==> src/rtl/fifo_rd_stream.sv <==
// Read-side drain engine: pops an async FIFO read port into a 2-entry skid buffer
// and presents the words as a valid/ready stream with burst framing and a word counter.
module fifo_rd_stream #(
  parameter int DATA_WIDTH = 8,
  parameter int BURST_LEN  = 4,
  parameter int CNT_WIDTH  = 16
) (
  input  logic                  R_CLK,
  input  logic                  R_RST,
  input  logic                  EN,
  input  logic                  FLUSH,
  input  logic                  EMPTY,
  input  logic [DATA_WIDTH-1:0] RD_DATA,
  output logic                  R_INC,
  output logic [DATA_WIDTH-1:0] OUT_DATA,
  output logic                  OUT_VALID,
  input  logic                  OUT_READY,
  output logic                  OUT_LAST,
  output logic [CNT_WIDTH-1:0]  WORD_CNT,
  output logic                  BUSY,
  output logic [1:0]            DBG_OCC
);

  // Stream handshake: a word moves on every rising edge where OUT_VALID and OUT_READY
  // are both high and FLUSH is low; OUT_VALID never waits on OUT_READY, and OUT_DATA
  // stays fixed while OUT_VALID is high without OUT_READY.

  localparam int IDX_W = (BURST_LEN > 1) ? $clog2(BURST_LEN) : 1;
  localparam logic [IDX_W-1:0] LAST_IDX = IDX_W'(BURST_LEN - 1);

  typedef enum logic [1:0] {
    EMPTY0 = 2'd0,
    ONE    = 2'd1,
    TWO    = 2'd2
  } occ_t;

  occ_t                  occ, occ_next;
  logic                  head, head_next;
  logic                  tail;
  logic                  push, pop;
  logic [DATA_WIDTH-1:0] slot_q [2];
  logic [IDX_W-1:0]      burst_idx;

  // Pop strobe only looks at registered occupancy, never at OUT_READY.
  always_comb begin
    R_INC     = ~R_RST & EN & ~EMPTY & ~FLUSH & (occ != TWO);
    OUT_VALID = (occ != EMPTY0);
    BUSY      = (occ != EMPTY0);
    OUT_DATA  = slot_q[head];
    OUT_LAST  = OUT_VALID & (burst_idx == LAST_IDX);
    DBG_OCC   = occ;
    push      = R_INC;
    pop       = OUT_VALID & OUT_READY & ~FLUSH;
    tail      = (occ == ONE) ? ~head : head;
  end

  always_comb begin
    occ_next  = occ;
    head_next = head;
    if (FLUSH) begin
      occ_next = EMPTY0;
    end else begin
      case (occ)
        EMPTY0: if (push) occ_next = ONE;
        ONE: begin
          if (push && !pop)      occ_next = TWO;
          else if (!push && pop) occ_next = EMPTY0;
        end
        TWO:     if (pop) occ_next = ONE;
        default: occ_next = EMPTY0;
      endcase
      if (pop) head_next = ~head;
    end
  end

  always_ff @(posedge R_CLK or posedge R_RST) begin
    if (R_RST) begin
      occ  <= EMPTY0;
      head <= 1'b0;
    end else begin
      occ  <= occ_next;
      head <= head_next;
    end
  end

  always_ff @(posedge R_CLK or posedge R_RST) begin
    if (R_RST) begin
      slot_q[0] <= '0;
      slot_q[1] <= '0;
      burst_idx <= '0;
      WORD_CNT  <= '0;
    end else begin
      if (push) slot_q[tail] <= RD_DATA;
      if (FLUSH)    burst_idx <= '0;
      else if (pop) burst_idx <= OUT_LAST ? '0 : burst_idx + IDX_W'(1);
      if (pop) WORD_CNT <= WORD_CNT + CNT_WIDTH'(1);
    end
  end

endmodule
==> config.mk <==
export PLATFORM = sky130hd
export DESIGN_NAME = fifo_rd_stream
export DESIGN_NICKNAME = d
export VERILOG_FILES = /design/src/rtl/fifo_rd_stream.sv
export SDC_FILE = /design/constraint.sdc
export NUM_CORES = 1
export LEC_CHECK = 0
export BUFFER_PORTS_ARGS = -buffer_cell sky130_fd_sc_hd__buf_4
export CAP_MARGIN = 20
export CORE_UTILIZATION = 40
export DETAILED_ROUTE_END_ITERATION = 6
export PLACE_DENSITY = 0.72
export SLEW_MARGIN = 30
export SYNTH_ARGS = -nofsm -noshare
export SYNTH_HDL_FRONTEND = slang
export SYNTH_SLANG_ARGS = --single-unit
==> constraint.sdc <==
create_clock -name R_CLK -period 1.7 [get_ports R_CLK]
set_clock_uncertainty 0.15 [all_clocks]
set_input_delay 0.17 -clock R_CLK [delete_from_list [all_inputs] [get_ports R_CLK]]
set_output_delay 0.17 -clock R_CLK [all_outputs]
set_load 0.02 [all_outputs]
# Word level (Yosys, flattened, before mapping)
# Index checks and enable logic that the tools add are counted.
[totals]
ff_bits = 37
inputBits = 14
output_inout_bits = 30
elab_cells = 57
[op_classes]
addsub = 2
order_cmp = 3
n_eq_ne = 7
muxes = 16
bitwise_logic = 13
reduce_logical = 10
[op_table]
columns = ["cell", "n"]
rows = [
  ["$mux 8", 4],
  ["$add 16x1->16 const B", 1],
  ["$bwmux 16", 1],
  ["$mux 2", 8],
  ["$demux 8 s1", 1],
  ["$and 1x1->1", 7],
  ["$ne 3x3->1 const B", 2],
  ["$pmux 2 s3", 1],
  ["$eq 2x2->1 const B", 2],
  ["$ge 2x2->1 const B", 2],
  ["$ne 4x2->1 const B", 1],
  ["$not 1->1", 4],
  ["$not 1->2", 2],
  ["$reduce_bool 2->1", 2],
  ["$logic_and 1x1->1", 3],
  ["$reduce_and 3->1", 1],
  ["$add 2x1->2 const B", 1],
  ["$eq 2x1->1 const B", 1],
  ["$logic_not 1->1", 2],
  ["$logic_not 2->1", 1],
  ["$lt 2x1->1 const B", 1],
  ["$ne 2x2->1 const B", 1],
  ["$reduce_and 2->1", 1],
  ["$mux 1", 1],
]

# Longest topological paths before layout
[depth]
ltp_word = 11
ltp_mapped = 7
mapped_depth_nobuf = 7

# Worst setup path after synthesis
# OpenSTA, ideal clock, no wires.
[synth_path]
path_kind = "register -> register"
from = "reg occ[0] (netlist: DBG_OCC[0])"
to = "reg slot_q[0] in the netlist's numbering"
setup_time_ns = 0.125
arrival_time_ns = 1.660
required_time_ns = 1.425
path_slack_ns = -0.235
stages_incl_launch_ff = 6
path_buffers = 1
period_less_slack_ns = 1.935
cell_sequence = "dfrtp_1 > and2b_1 > nor3_4 > nor2b_1 > buf_4 > mux2_2"
[synth_between]
elab_cells_between_ends = 11
classes_between = "order compare (2); eq/ne (2); mux (4); bitwise (2); reduce/logical (1)"
[synth_rtl]
columns = ["item", "line", "text"]
rows = [
  ["from (decl)", "37", "occ_t occ, occ_next;"],
  ["from (signal assigned)", "81", "occ <= occ_next;"],
  ["$ne 2x2->1", "46", "R_INC = ~R_RST & EN & ~EMPTY & ~FLUSH & (occ != TWO);"],
  ["$and 1x1->1", "46", ""],
  ["via R_INC", "14", "output logic R_INC,"],
  ["to (decl)", "41", "logic [DATA_WIDTH-1:0] slot_q [2];"],
]
# The timed path passes the listed nets, and every way through them passes these cells.
# A chain may end at the register's enable or synchronous reset.

# Worst setup path after layout
[layout_path]
from = "reg occ[1] (netlist: DBG_OCC[1])"
to = "reg slot_q[1] in the netlist's numbering"
[layout_between]
elab_chain_len = 8
elab_cells_between_ends = 11
classes_between = "order compare (2); eq/ne (2); mux (4); bitwise (2); reduce/logical (1)"
[layout_rtl]
columns = ["item", "line", "text"]
rows = [
  ["$eq 2x1->1", "54", "tail = (occ == ONE) ? ~head : head;"],
  ["$mux 1", "54", ""],
  ["$not 1->2 (implied by the code)", "93", "if (push) slot_q[tail] <= RD_DATA;"],
  ["$ge 2x2->1 (implied by the code) / $lt 2x1->1 (equally long branches)", "93", ""],
  ["$logic_and 1x1->1 (implied by the code)", "93", ""],
  ["$mux 8 (implied by the code)", "93", ""],
  ["$demux 8 s1", "93", ""],
  ["$bwmux 16", "93", ""],
]
# Parallel ways exist; a longest one is shown, timed or not.

==> run_results.csv <==
group,metric,value,unit
global_routing,antenna_found_initial,0,
synth,synth_cells,136,
routing,drcViolationCount,0,
clocking,h-tree-depth,2,
global_routing,grt_pass1_vias,1337,
clocking,cts.path.max_buffers,2,
timing,worst_slew_pin_slew,469,ps
clocking,clk_pin_slew_worst_paths,70,ps
routing,route.antenna.remaining_nets,0,
routing,routedWlPerCell,14.9,µm
global_routing,grt_max_degree,38,
hold_path,hold_path.class,"in -> reg",
global_routing,grt_first_pass_wirelength,6.04,mm
layout,finalNonFillerCells,259,
pwr,p_seq_share,40.5,%
layout,final_cell_mix,"51 x buf_4, 32 x dfrtp_1, 17 x mux2_2",
layout,stdcell_area,2530,µm²
layout,area_growth,45.3,%
worst_setup_path,critPathCaptureType,"flip-flop",
pwr,vdd_drop_max,488,µV
layout,final_net_count,225,
floorplanning,num_rows,23,
timing,setup_viol,3,
timing,rsz0062_at_grt,"yes",
synth,ys_types,31,
global_routing,met1_usage,22.1,%
synth,synth_area,1740,µm²
pwr,leakage,1.26,nW
worst_setup_path,arrival,1730,ps
floorplanning,die-area,4620,µm²
pwr,pwr-share-comb,41.1,%
clocking,cts_tree,"built",
synth,syn-num-nets,153,
global_routing,grt_overflow,0,
timing,min_period,1710,ps
layout,fill_cells,329,
layout,diodes,0,
routing,vias,1299,
pwr,switchingPower,1.01,mW
place,numPortBuffers,43,
place,gp_congestion,0.748,
routing,via_per_inst,5.02,
place,dp_cells,236,
layout,layout-drive-gt1-share,55.5,%
routing,drtIter0Drc,36,
pwr,clockPowerShare,18.4,%
floorplanning,pin_count,44,
synth,yosysSeqAreaShare,53.2,%
worst_setup_path,worst_setup_path_start_kind,"flip-flop",
pwr,p_sw_share,32.2,%
clocking,cts-root-buf,"clkbuf_8",
global_routing,top_usage_layer,"met2",
status,status,"complete, but fails checks",
clocking,cts_inserted_buffers,5,
routing,drt_wl_total,3.85,mm
floorplanning,die_h,68.0,µm
worst_setup_path,required,1720,ps
timing,final_max_slew_viol_count,0,
timing,max_freq,585,MHz
pwr,p_int,2.14,mW
timing,fin_crit_sh,101,%
global_routing,grt.total_usage,18.1,%
layout,final_common_cell,"buf_4",
run,drv_cap,0,
synth,yosysWarningCount,0,
clocking,cts_num_sinks,37,
place,dpl_cell_area,2190,µm²
floorplanning,core_area,4090,µm²
timing,setup_ws,-9.08,ps
worst_setup_path,path_class,"reg -> reg",
global_routing,use_met3,5.33,%
timing,holdWs,82.9,ps
place,hpwl,2.60,mm
routing,drt_first_pass_iters,4,
global_routing,met2_usage,30.0,%
pwr,cellPowerDensity,1250,nW/µm²
floorplanning,chipWidth,68.0,µm
worst_setup_path,critical_path.max_fanout,8,
synth,syn_avg_cell_area,12.8,µm²
clocking,clk_latency,290,ps
timing,tns,-11.3,ps
floorplanning,start_util,42.6,%
synth,synth-seq-cells,37,
timing,max_slew_margin,68.7,%
timing,finalHoldViolations,0,
status,violations,"setup timing",
pwr,total_power,3.15,mW
[repair_timing]
item,CTS,global route
setup endpoints to repair,14,34
hold buffers,10,0
setup buffers,2,2
gates cloned,0,1
pin swaps,1,6
hold endpoints to repair,57,0
resized for setup,17,17
[cell usage after synthesis]
cell type   n  area share, %
xnor2_1     8            4.0
dfrtp_1    37             53
nor3_1      3           0.86
nand2_1     5            1.1
xor2_1      9            4.5
mux2_2     25             16
nor4b_1     2            1.0
nor2b_1     2           0.72
o21ai_2     1           0.50
a32oi_1     1           0.50
a21oi_1     2           0.57
nor3_4      1           0.93
mux2i_1     1           0.57
nor4_1      2           0.72
buf_4       3            1.3
nand3_1     4            1.1
inv_1       5            1.1
or4_4       1           0.65
or2_2       3            1.1
and3_1      1           0.36
nand4_1     2           0.72
and2b_1     1           0.43
nand2_2     1           0.36
nand4b_4    1            1.4
buf_2       1           0.29
ha_1        3            2.2
nor2_1      6            1.3
a22oi_1     1           0.43
and2_1      1           0.36
and4_1      2            1.0
or3b_4      1           0.65
[metrics by stage]
stage | utilization (%) | worst slack [ps]
after global routing | 61.9 | -65.3
final | 61.9 | -9.08
after CTS | 60.1 | -15.1
after floorplan | - | -222
after global placement | 53.5 | -37.7
after detailed placement | 53.5 | -49.5
[critical path: stages, from the launching register on]
cell and delay, ps:
dfrtp_2 410, and2b_2 230, nor3_4 150, nor2b_4 190
buf_8 150, mux2_4 310
[cells by family (layout without fill, tap and decap cells)]
group,Yosys count,after routing,synth area share (%)
AND/OR/NAND/NOR,39,39,14.7
flip-flops,37,37,53.2
multiplexers,26,26,16.7
XOR/XNOR,17,17,8.55
buffers and inverters,9,82,2.66
AO/OA/AOI/OAI,5,5,2.01
adder cells (fa/ha/maj),3,3,2.16
[power groups by stage]
stage / Clock, mW / Combinational (mW) / Sequential, mW
global placement: 0 / 1.10 / 1.25
detailed placement: 0 / 1.12 / 1.26
finish: 0.581 / 1.29 / 1.27
CTS: 0.596 / 1.21 / 1.25
floorplan: 0 / 0.676 / 1.26
global route: 0.648 / 1.37 / 1.30
[metal layers]
metal	share of wire [%]	wire length, µm
met5	0	0
met4	1.2	45
met3	3.9	152
met2	49	1890
met1	46	1760
[final timing paths]
check	endpoint	slack, ps	startpoint	cells past startpoint
setup reg to reg	slot_q[1]	-9	DBG_OCC[1]	5
hold / removal	DBG_OCC[0]	80	OUT_READY	3
max in group asynchronous	WORD_CNT[4]	640	R_RST	4
min in group asynchronous	slot_q[9]	400	R_RST	4
setup / recovery	slot_q[1]	-9	DBG_OCC[1]	5
hold reg to reg	WORD_CNT[15]	330	WORD_CNT[15]	1
[state kept, by name, summed over array words and instances (netlist names)]
register,cells
WORD_CNT,16
head,1
burst_idx,2
DBG_OCC,2
slot_q,16
[layout make-up]
class / count / area (µm²) / share of cell area (%)
repair buffers: 69 / 577 / 22.8
clock buffers: 6 / 72.6 / 2.87
clock inverters: 2 / 10.0 / 0.396
multi-input cells: 90 / 857 / 33.9
well taps: 50 / 62.6 / 2.47
flip-flops and latches: 37 / 932 / 36.8
inverters: 5 / 18.8 / 0.742
(Power assumes the default switching activity.)
